### src/rtl/fp_pkg.sv
// fp_pkg: binary32 field view, constants and sequencer state for fp_op_sequencer
package fp_pkg;
  typedef struct packed {
    logic       sign;
    logic [7:0] exp;
    logic [22:0] mant;
  } fp32_t;
  typedef enum logic {IDLE, WAIT} seq_state_t;
  localparam logic [7:0] EXP_MAX = 8'hFF;
  localparam logic [31:0] QNAN = 32'h7FC00000;
  function automatic logic is_nan(input fp32_t x);
    return x.exp == EXP_MAX && x.mant != '0;
  endfunction
  function automatic logic is_zero(input fp32_t x);
    return {x.exp, x.mant} == '0;
  endfunction
endpackage

### src/rtl/fp_sync_fifo.sv
// fp_sync_fifo: synchronous FIFO with occupancy count and head read straight from the storage registers
module fp_sync_fifo #(
  parameter int WIDTH = 64,
  parameter int DEPTH = 4
) (
  input  logic                   clk,
  input  logic                   reset,
  input  logic                   push,
  input  logic                   pop,
  input  logic [WIDTH-1:0]       din,
  output logic [WIDTH-1:0]       dout,
  output logic                   full,
  output logic                   empty,
  output logic [$clog2(DEPTH):0] count
);
  localparam int AW = $clog2(DEPTH);
  logic [WIDTH-1:0] mem [DEPTH];
  logic [AW-1:0] wp, rp;
  always_ff @(posedge clk)
    if (push) mem[wp] <= din;
  always_ff @(posedge clk) begin
    if (reset) begin
      wp <= '0;
      rp <= '0;
      count <= '0;
    end else begin
      if (push) wp <= wp + AW'(1);
      if (pop) rp <= rp + AW'(1);
      count <= count + (AW+1)'(push) - (AW+1)'(pop);
    end
  end
  assign dout = mem[rp];
  assign full = count == (AW+1)'(DEPTH);
  assign empty = count == '0;
endmodule

### src/rtl/fp_op_sequencer.sv
// fp_op_sequencer: buffers binary32 operand pairs and issues them one at a time to an FP unit, returning results in order.
// Define FP_SPECIAL_BYPASS_EN to resolve NaN/zero operand pairs locally without occupying the unit.
module fp_op_sequencer
  import fp_pkg::*;
#(
  parameter int DEPTH = 4,
  parameter int TIMEOUT = 64
) (
  input  logic                   clk,
  input  logic                   reset,
  input  logic                   in_valid,
  output logic                   in_ready,
  input  logic [31:0]            in_A,
  input  logic [31:0]            in_B,
  output logic [31:0]            A,
  output logic [31:0]            B,
  output logic                   start,
  input  logic                   ready,
  input  logic                   busy,
  input  logic [31:0]            Y,
  output logic                   out_valid,
  input  logic                   out_ready,
  output logic [31:0]            out_Y,
  output logic [$clog2(DEPTH):0] count,
  output logic                   timeout_err
);
  localparam int TW = $clog2(TIMEOUT + 1);
  seq_state_t state, state_nx;
  logic [63:0] head;
  logic full, empty, pop, issue, bypass, tmo, slot_free;
  logic [31:0] a_q, b_q, byp_y;
  logic [TW-1:0] wait_cnt;
  fp_sync_fifo #(.WIDTH(64), .DEPTH(DEPTH)) u_fifo (
    .clk(clk),
    .reset(reset),
    .push(in_valid && !full),
    .pop(pop),
    .din({in_A, in_B}),
    .dout(head),
    .full(full),
    .empty(empty),
    .count(count)
  );
  assign in_ready = !full;
  assign slot_free = !out_valid || out_ready;
`ifdef FP_SPECIAL_BYPASS_EN
  fp32_t ha, hb;
  assign ha = head[63:32];
  assign hb = head[31:0];
  assign bypass = state == IDLE && !empty && slot_free &&
                  (is_nan(ha) || is_nan(hb) || is_zero(ha) || is_zero(hb));
  assign byp_y = (is_nan(ha) || is_nan(hb)) ? QNAN :
                 (is_zero(ha) && is_zero(hb)) ? {ha.sign & hb.sign, 31'b0} :
                 is_zero(ha) ? hb : ha;
`else
  assign bypass = 1'b0;
  assign byp_y = '0;
`endif
  always_ff @(posedge clk)
    state <= reset ? IDLE : state_nx;
  always_comb begin
    state_nx = issue ? WAIT : (state == WAIT && (ready || tmo)) ? IDLE : state;
  end
  // A/B come straight from the FIFO head during the issue cycle, then from the hold registers
  always_comb begin
    issue = state == IDLE && !empty && !busy && slot_free && !bypass;
    start = issue;
    pop = issue || bypass;
    tmo = state == WAIT && !ready && wait_cnt == TW'(TIMEOUT - 1);
    A = issue ? head[63:32] : a_q;
    B = issue ? head[31:0] : b_q;
  end
  always_ff @(posedge clk) begin
    if (reset) begin
      a_q <= '0;
      b_q <= '0;
      wait_cnt <= '0;
      out_Y <= '0;
      out_valid <= 1'b0;
      timeout_err <= 1'b0;
    end else begin
      if (issue) begin
        a_q <= head[63:32];
        b_q <= head[31:0];
      end
      wait_cnt <= issue ? '0 : state == WAIT ? wait_cnt + TW'(1) : wait_cnt;
      if (state == WAIT && ready) begin
        out_Y <= Y;
        out_valid <= 1'b1;
      end else if (tmo) begin
        out_Y <= QNAN;
        out_valid <= 1'b1;
        timeout_err <= 1'b1;
      end else if (bypass) begin
        out_Y <= byp_y;
        out_valid <= 1'b1;
      end else if (out_ready) begin
        out_valid <= 1'b0;
      end
    end
  end
endmodule

### config.mk
export PLATFORM = sky130hd
export DESIGN_NAME = fp_op_sequencer
export DESIGN_NICKNAME = d
export VERILOG_FILES = /design/src/rtl/fp_pkg.sv /design/src/rtl/fp_sync_fifo.sv /design/src/rtl/fp_op_sequencer.sv
export SDC_FILE = /design/constraint.sdc
export NUM_CORES = 1
export LEC_CHECK = 0
export BUFFER_PORTS_ARGS = -buffer_cell sky130_fd_sc_hd__buf_2
export CAP_MARGIN = 0
export CORE_ASPECT_RATIO = 0.9
export CORE_MARGIN = 3
export CORE_UTILIZATION = 30
export DETAILED_ROUTE_END_ITERATION = 10
export SYNTH_ARGS = -nofsm -noshare
export SYNTH_HDL_FRONTEND = slang
export SYNTH_SLANG_ARGS = --single-unit
### constraint.sdc
create_clock -name clk -period 3.3 [get_ports clk]
set_input_delay 0.66 -clock clk [delete_from_list [all_inputs] [get_ports clk]]
set_output_delay 0.66 -clock clk [all_outputs]
set_load 0.05 [all_outputs]
==> flow_metrics.env <==
export IMPL_outcome="complete, no violations"
export IMPL_path_class="reg2out"
export IMPL_htreeDepth=2
export IMPL_port_buffers=204
export IMPL_antenna_left=0
export IMPL_hold_class="in2reg"
export IMPL_async_reset_ff_share_pct=0
export IMPL_post_dp_hpwl_um=22500
export IMPL_finalMaxSlewViolations=0
export IMPL_synth_cells=949
export IMPL_path_cells="or3_4 > buf_4 > nand4_1 > nand2_1 > buf_2"
export IMPL_drc=0
export IMPL_wl_per_cell_um=20.1
export IMPL_p_leak_nw=6.57
export IMPL_drv_cap=0
export IMPL_setup_violations=0
export IMPL_p_total_mw=14.9
export IMPL_cts_buffers=42
export IMPL_ios=205
export IMPL_layout_nets=1259
export IMPL_cts_buffer_depth=3
export IMPL_synth_cell_types=45
export IMPL_required_ns=2.64
export IMPL_cts_tree="done"
export IMPL_synth_edf_count=256
export IMPL_hold_ws_ns=0.321
export IMPL_first_pass_iters=5
export IMPL_grt_pass1_vias=9205
export IMPL_synth_avg_cell_area_um2=15.2
export IMPL_first_iter_violations=563
export IMPL_syn_nets=1059
export IMPL_period_share_pct=94.8
export IMPL_ctsRootBufferMaster="clkbuf_16"
export IMPL_fp_row_count=75
export IMPL_overflow=0
export IMPL_critPathBufInv=2
export IMPL_syn_area_mm2=0.0144
export IMPL_crit_family="simple AND/OR/NAND/NOR gates"
export IMPL_die_h_um=214
export IMPL_setup_tns_ns=0
export IMPL_period_minus_slack_ns=3.13
export IMPL_worstSetupStartpointType="flip-flop"
export IMPL_drive_gt1_share_pct=33.2
export IMPL_num_vias=8974
export IMPL_nFillCells=4381
export IMPL_routed_wl_um=36200
export IMPL_start_util_pct=30.7
export IMPL_dominantRegCellSynth="edfxtp_1"
export IMPL_max_stage_delay_ns=0.59
export IMPL_rsz0062_at_grt="false"
export IMPL_cp_max_fo=23
export IMPL_ys_seq_area_share_pct=69.3
export IMPL_yosys_register_bits=371
export IMPL_cp_end_kind="primary output"
export IMPL_grt_start_max_net_pins=68
export IMPL_core_mm2=0.0470
export IMPL_dieArea_mm2=0.0507
export IMPL_viasPerCell=4.99
export IMPL_dieWidth_um=237
export IMPL_grt_pass1_wl_um=54500
export IMPL_hold_viol_final=0
export IMPL_ir_drop_uv=466
export IMPL_antenna_found_initial=7
export IMPL_slew_headroom_pct=61.4
export IMPL_track_usage_pct=13.8
export IMPL_area_growth_pct=22.4
export IMPL_ctsHoldBuffers=0
export IMPL_ys_warn_count=0
export IMPL_p_per_area_mw_per_mm2=845
export IMPL_path_clk_slew_ns=0.06
export IMPL_cts_sinks=371
export IMPL_tightest_slew_ns=0.580
export IMPL_insertion_delay_ns=0.55
export IMPL_max_freq_mhz=320
export IMPL_finClkSkew_ns=0.00966
export IMPL_cp_arrival_ns=2.47
export IMPL_cp_slowest_cell="dfxtp_1"
export IMPL_gp_congestion=0.770
==> logic make-up (layout without fill, tap and decap cells) <==
kind of cell | count (synthesis) | in the layout | share of synthesized area, %
fa+ha+maj | 8 | 8 | 0.747
flops | 371 | 371 | 69.3
mux | 66 | 66 | 10.1
simple gates | 200 | 201 | 7.28
compound gates | 184 | 184 | 8.43
buf+inv | 114 | 346 | 3.72
xor+xnor | 6 | 6 | 0.365
other cells | 0 | 2 | 0
==> report_power, final <==
group          total, mW  leakage [nW]  internal (mW)  switching [mW]
clock               4.47         0.664           2.63            1.84
sequential          5.78          3.28           5.55           0.238
combinational       4.64          2.62           1.40            3.24
total               14.9          6.57           9.58            5.32
==> synthesized netlist by cell type, drive strengths merged, types with 2 or more instances <==
| cell | number | area share, % |
|---|---|---|
| nand2 | 69 | 1.8 |
| a21oi | 79 | 2.7 |
| and3 | 4 | 0.17 |
| edfxtp | 256 | 53 |
| a21o | 2 | 0.10 |
| nor2b | 4 | 0.17 |
| or4 | 2 | 0.13 |
| o32ai | 23 | 1.4 |
| nand3 | 25 | 0.87 |
| nand4 | 68 | 3.1 |
| nor3 | 2 | 0.10 |
| mux4 | 64 | 10 |
| o21ai | 11 | 0.38 |
| xor2 | 3 | 0.18 |
| xnor2 | 3 | 0.18 |
| inv | 28 | 0.73 |
| or3 | 3 | 0.15 |
| dfxtp | 115 | 16 |
| buf | 49 | 2.0 |
| ha | 7 | 0.61 |
| clkbuf | 36 | 0.95 |
| nor2 | 17 | 0.44 |
| o31ai | 66 | 3.5 |
==> metal layers <==
metal	vias up	share of wire [%]	global-route usage, %
met5	-	0.22	0
met4	12	2.0	4.17
met3	64	7.2	3.58
met2	271	47	22.2
met1	4471	44	18.3
li1	4156	-	-
==> final timing paths <==
path                                       from           endpoint  slack, ns  cells after the start
worst max register to register  u_fifo.count[2]    u_fifo.count[2]       0.76                      9
worst min-delay path                   in_A[13]  u_fifo.mem[2][45]       0.32                      1
worst max-delay path            u_fifo.count[2]               B[6]       0.17                      5
worst min register to register      timeout_err        timeout_err       0.46                      1
==> area by class of cell <==
class / instances / area (µm²) / area share (%)
multi-input cells: 465 / 3960 / 22.4
flip-flops and latches: 371 / 10000 / 56.7
diodes: 2 / 5.00 / 0.0284
well taps: 616 / 771 / 4.37
clock buffers: 58 / 1200 / 6.81
clock inverters: 19 / 135 / 0.766
inverters: 29 / 109 / 0.617
repair buffers: 240 / 1470 / 8.32
==> sequential cells by signal, summed over array words and instances (netlist names), named ones only <==
register      flops
wait_cnt          7
u_fifo.wp         2
u_fifo.rp         2
state             1
u_fifo.count      3
out_Y            32
timeout_err       1
b_q              32
out_valid         1
u_fifo.mem      256
a_q              32
==> repair_timing <==
action,CTS,global route
endpoints found under the setup margin,0,31
buffers inserted,0,3
resized for setup,0,1
==> metrics by stage <==
step                util, %  cell area, µm²  setup slack (ns)  instances
floorplan                 -           14400             0.187        949
global placement       34.6           16200             0.498       1717
detailed placement     34.6           16200             0.472       1717
CTS                    37.4           17600           0.00217       1794
global route           37.5           17600            0.0465       1798
finish                 37.5           17600             0.171       1800
==> placed cells by master, fill, tap and decap left out, types with 2 or more instances in the layout <==
cell type	instances
edfxtp_1	256
buf_2	203
dfxtp_1	112
a21oi_1	79
nand2_1	69
nand4_1	67
o31ai_1	65
mux4_2	64
clkbuf_16	43
inv_1	28
nand3_1	25
o32ai_1	23
buf_4	23
nor2_1	16
buf_12	14
o21ai_0	11
clkinv_2	9
clkbuf_1	8
ha_1	7
clkbuf_8	7
clkinv_1	5
and3_4	4
or3_2	3
xor2_1	3
xnor2_1	3
nor2b_1	3
diode_2	2
a21o_1	2
dfxtp_4	2
clkinv_4	2
Power figures use the tool's default switching activity.
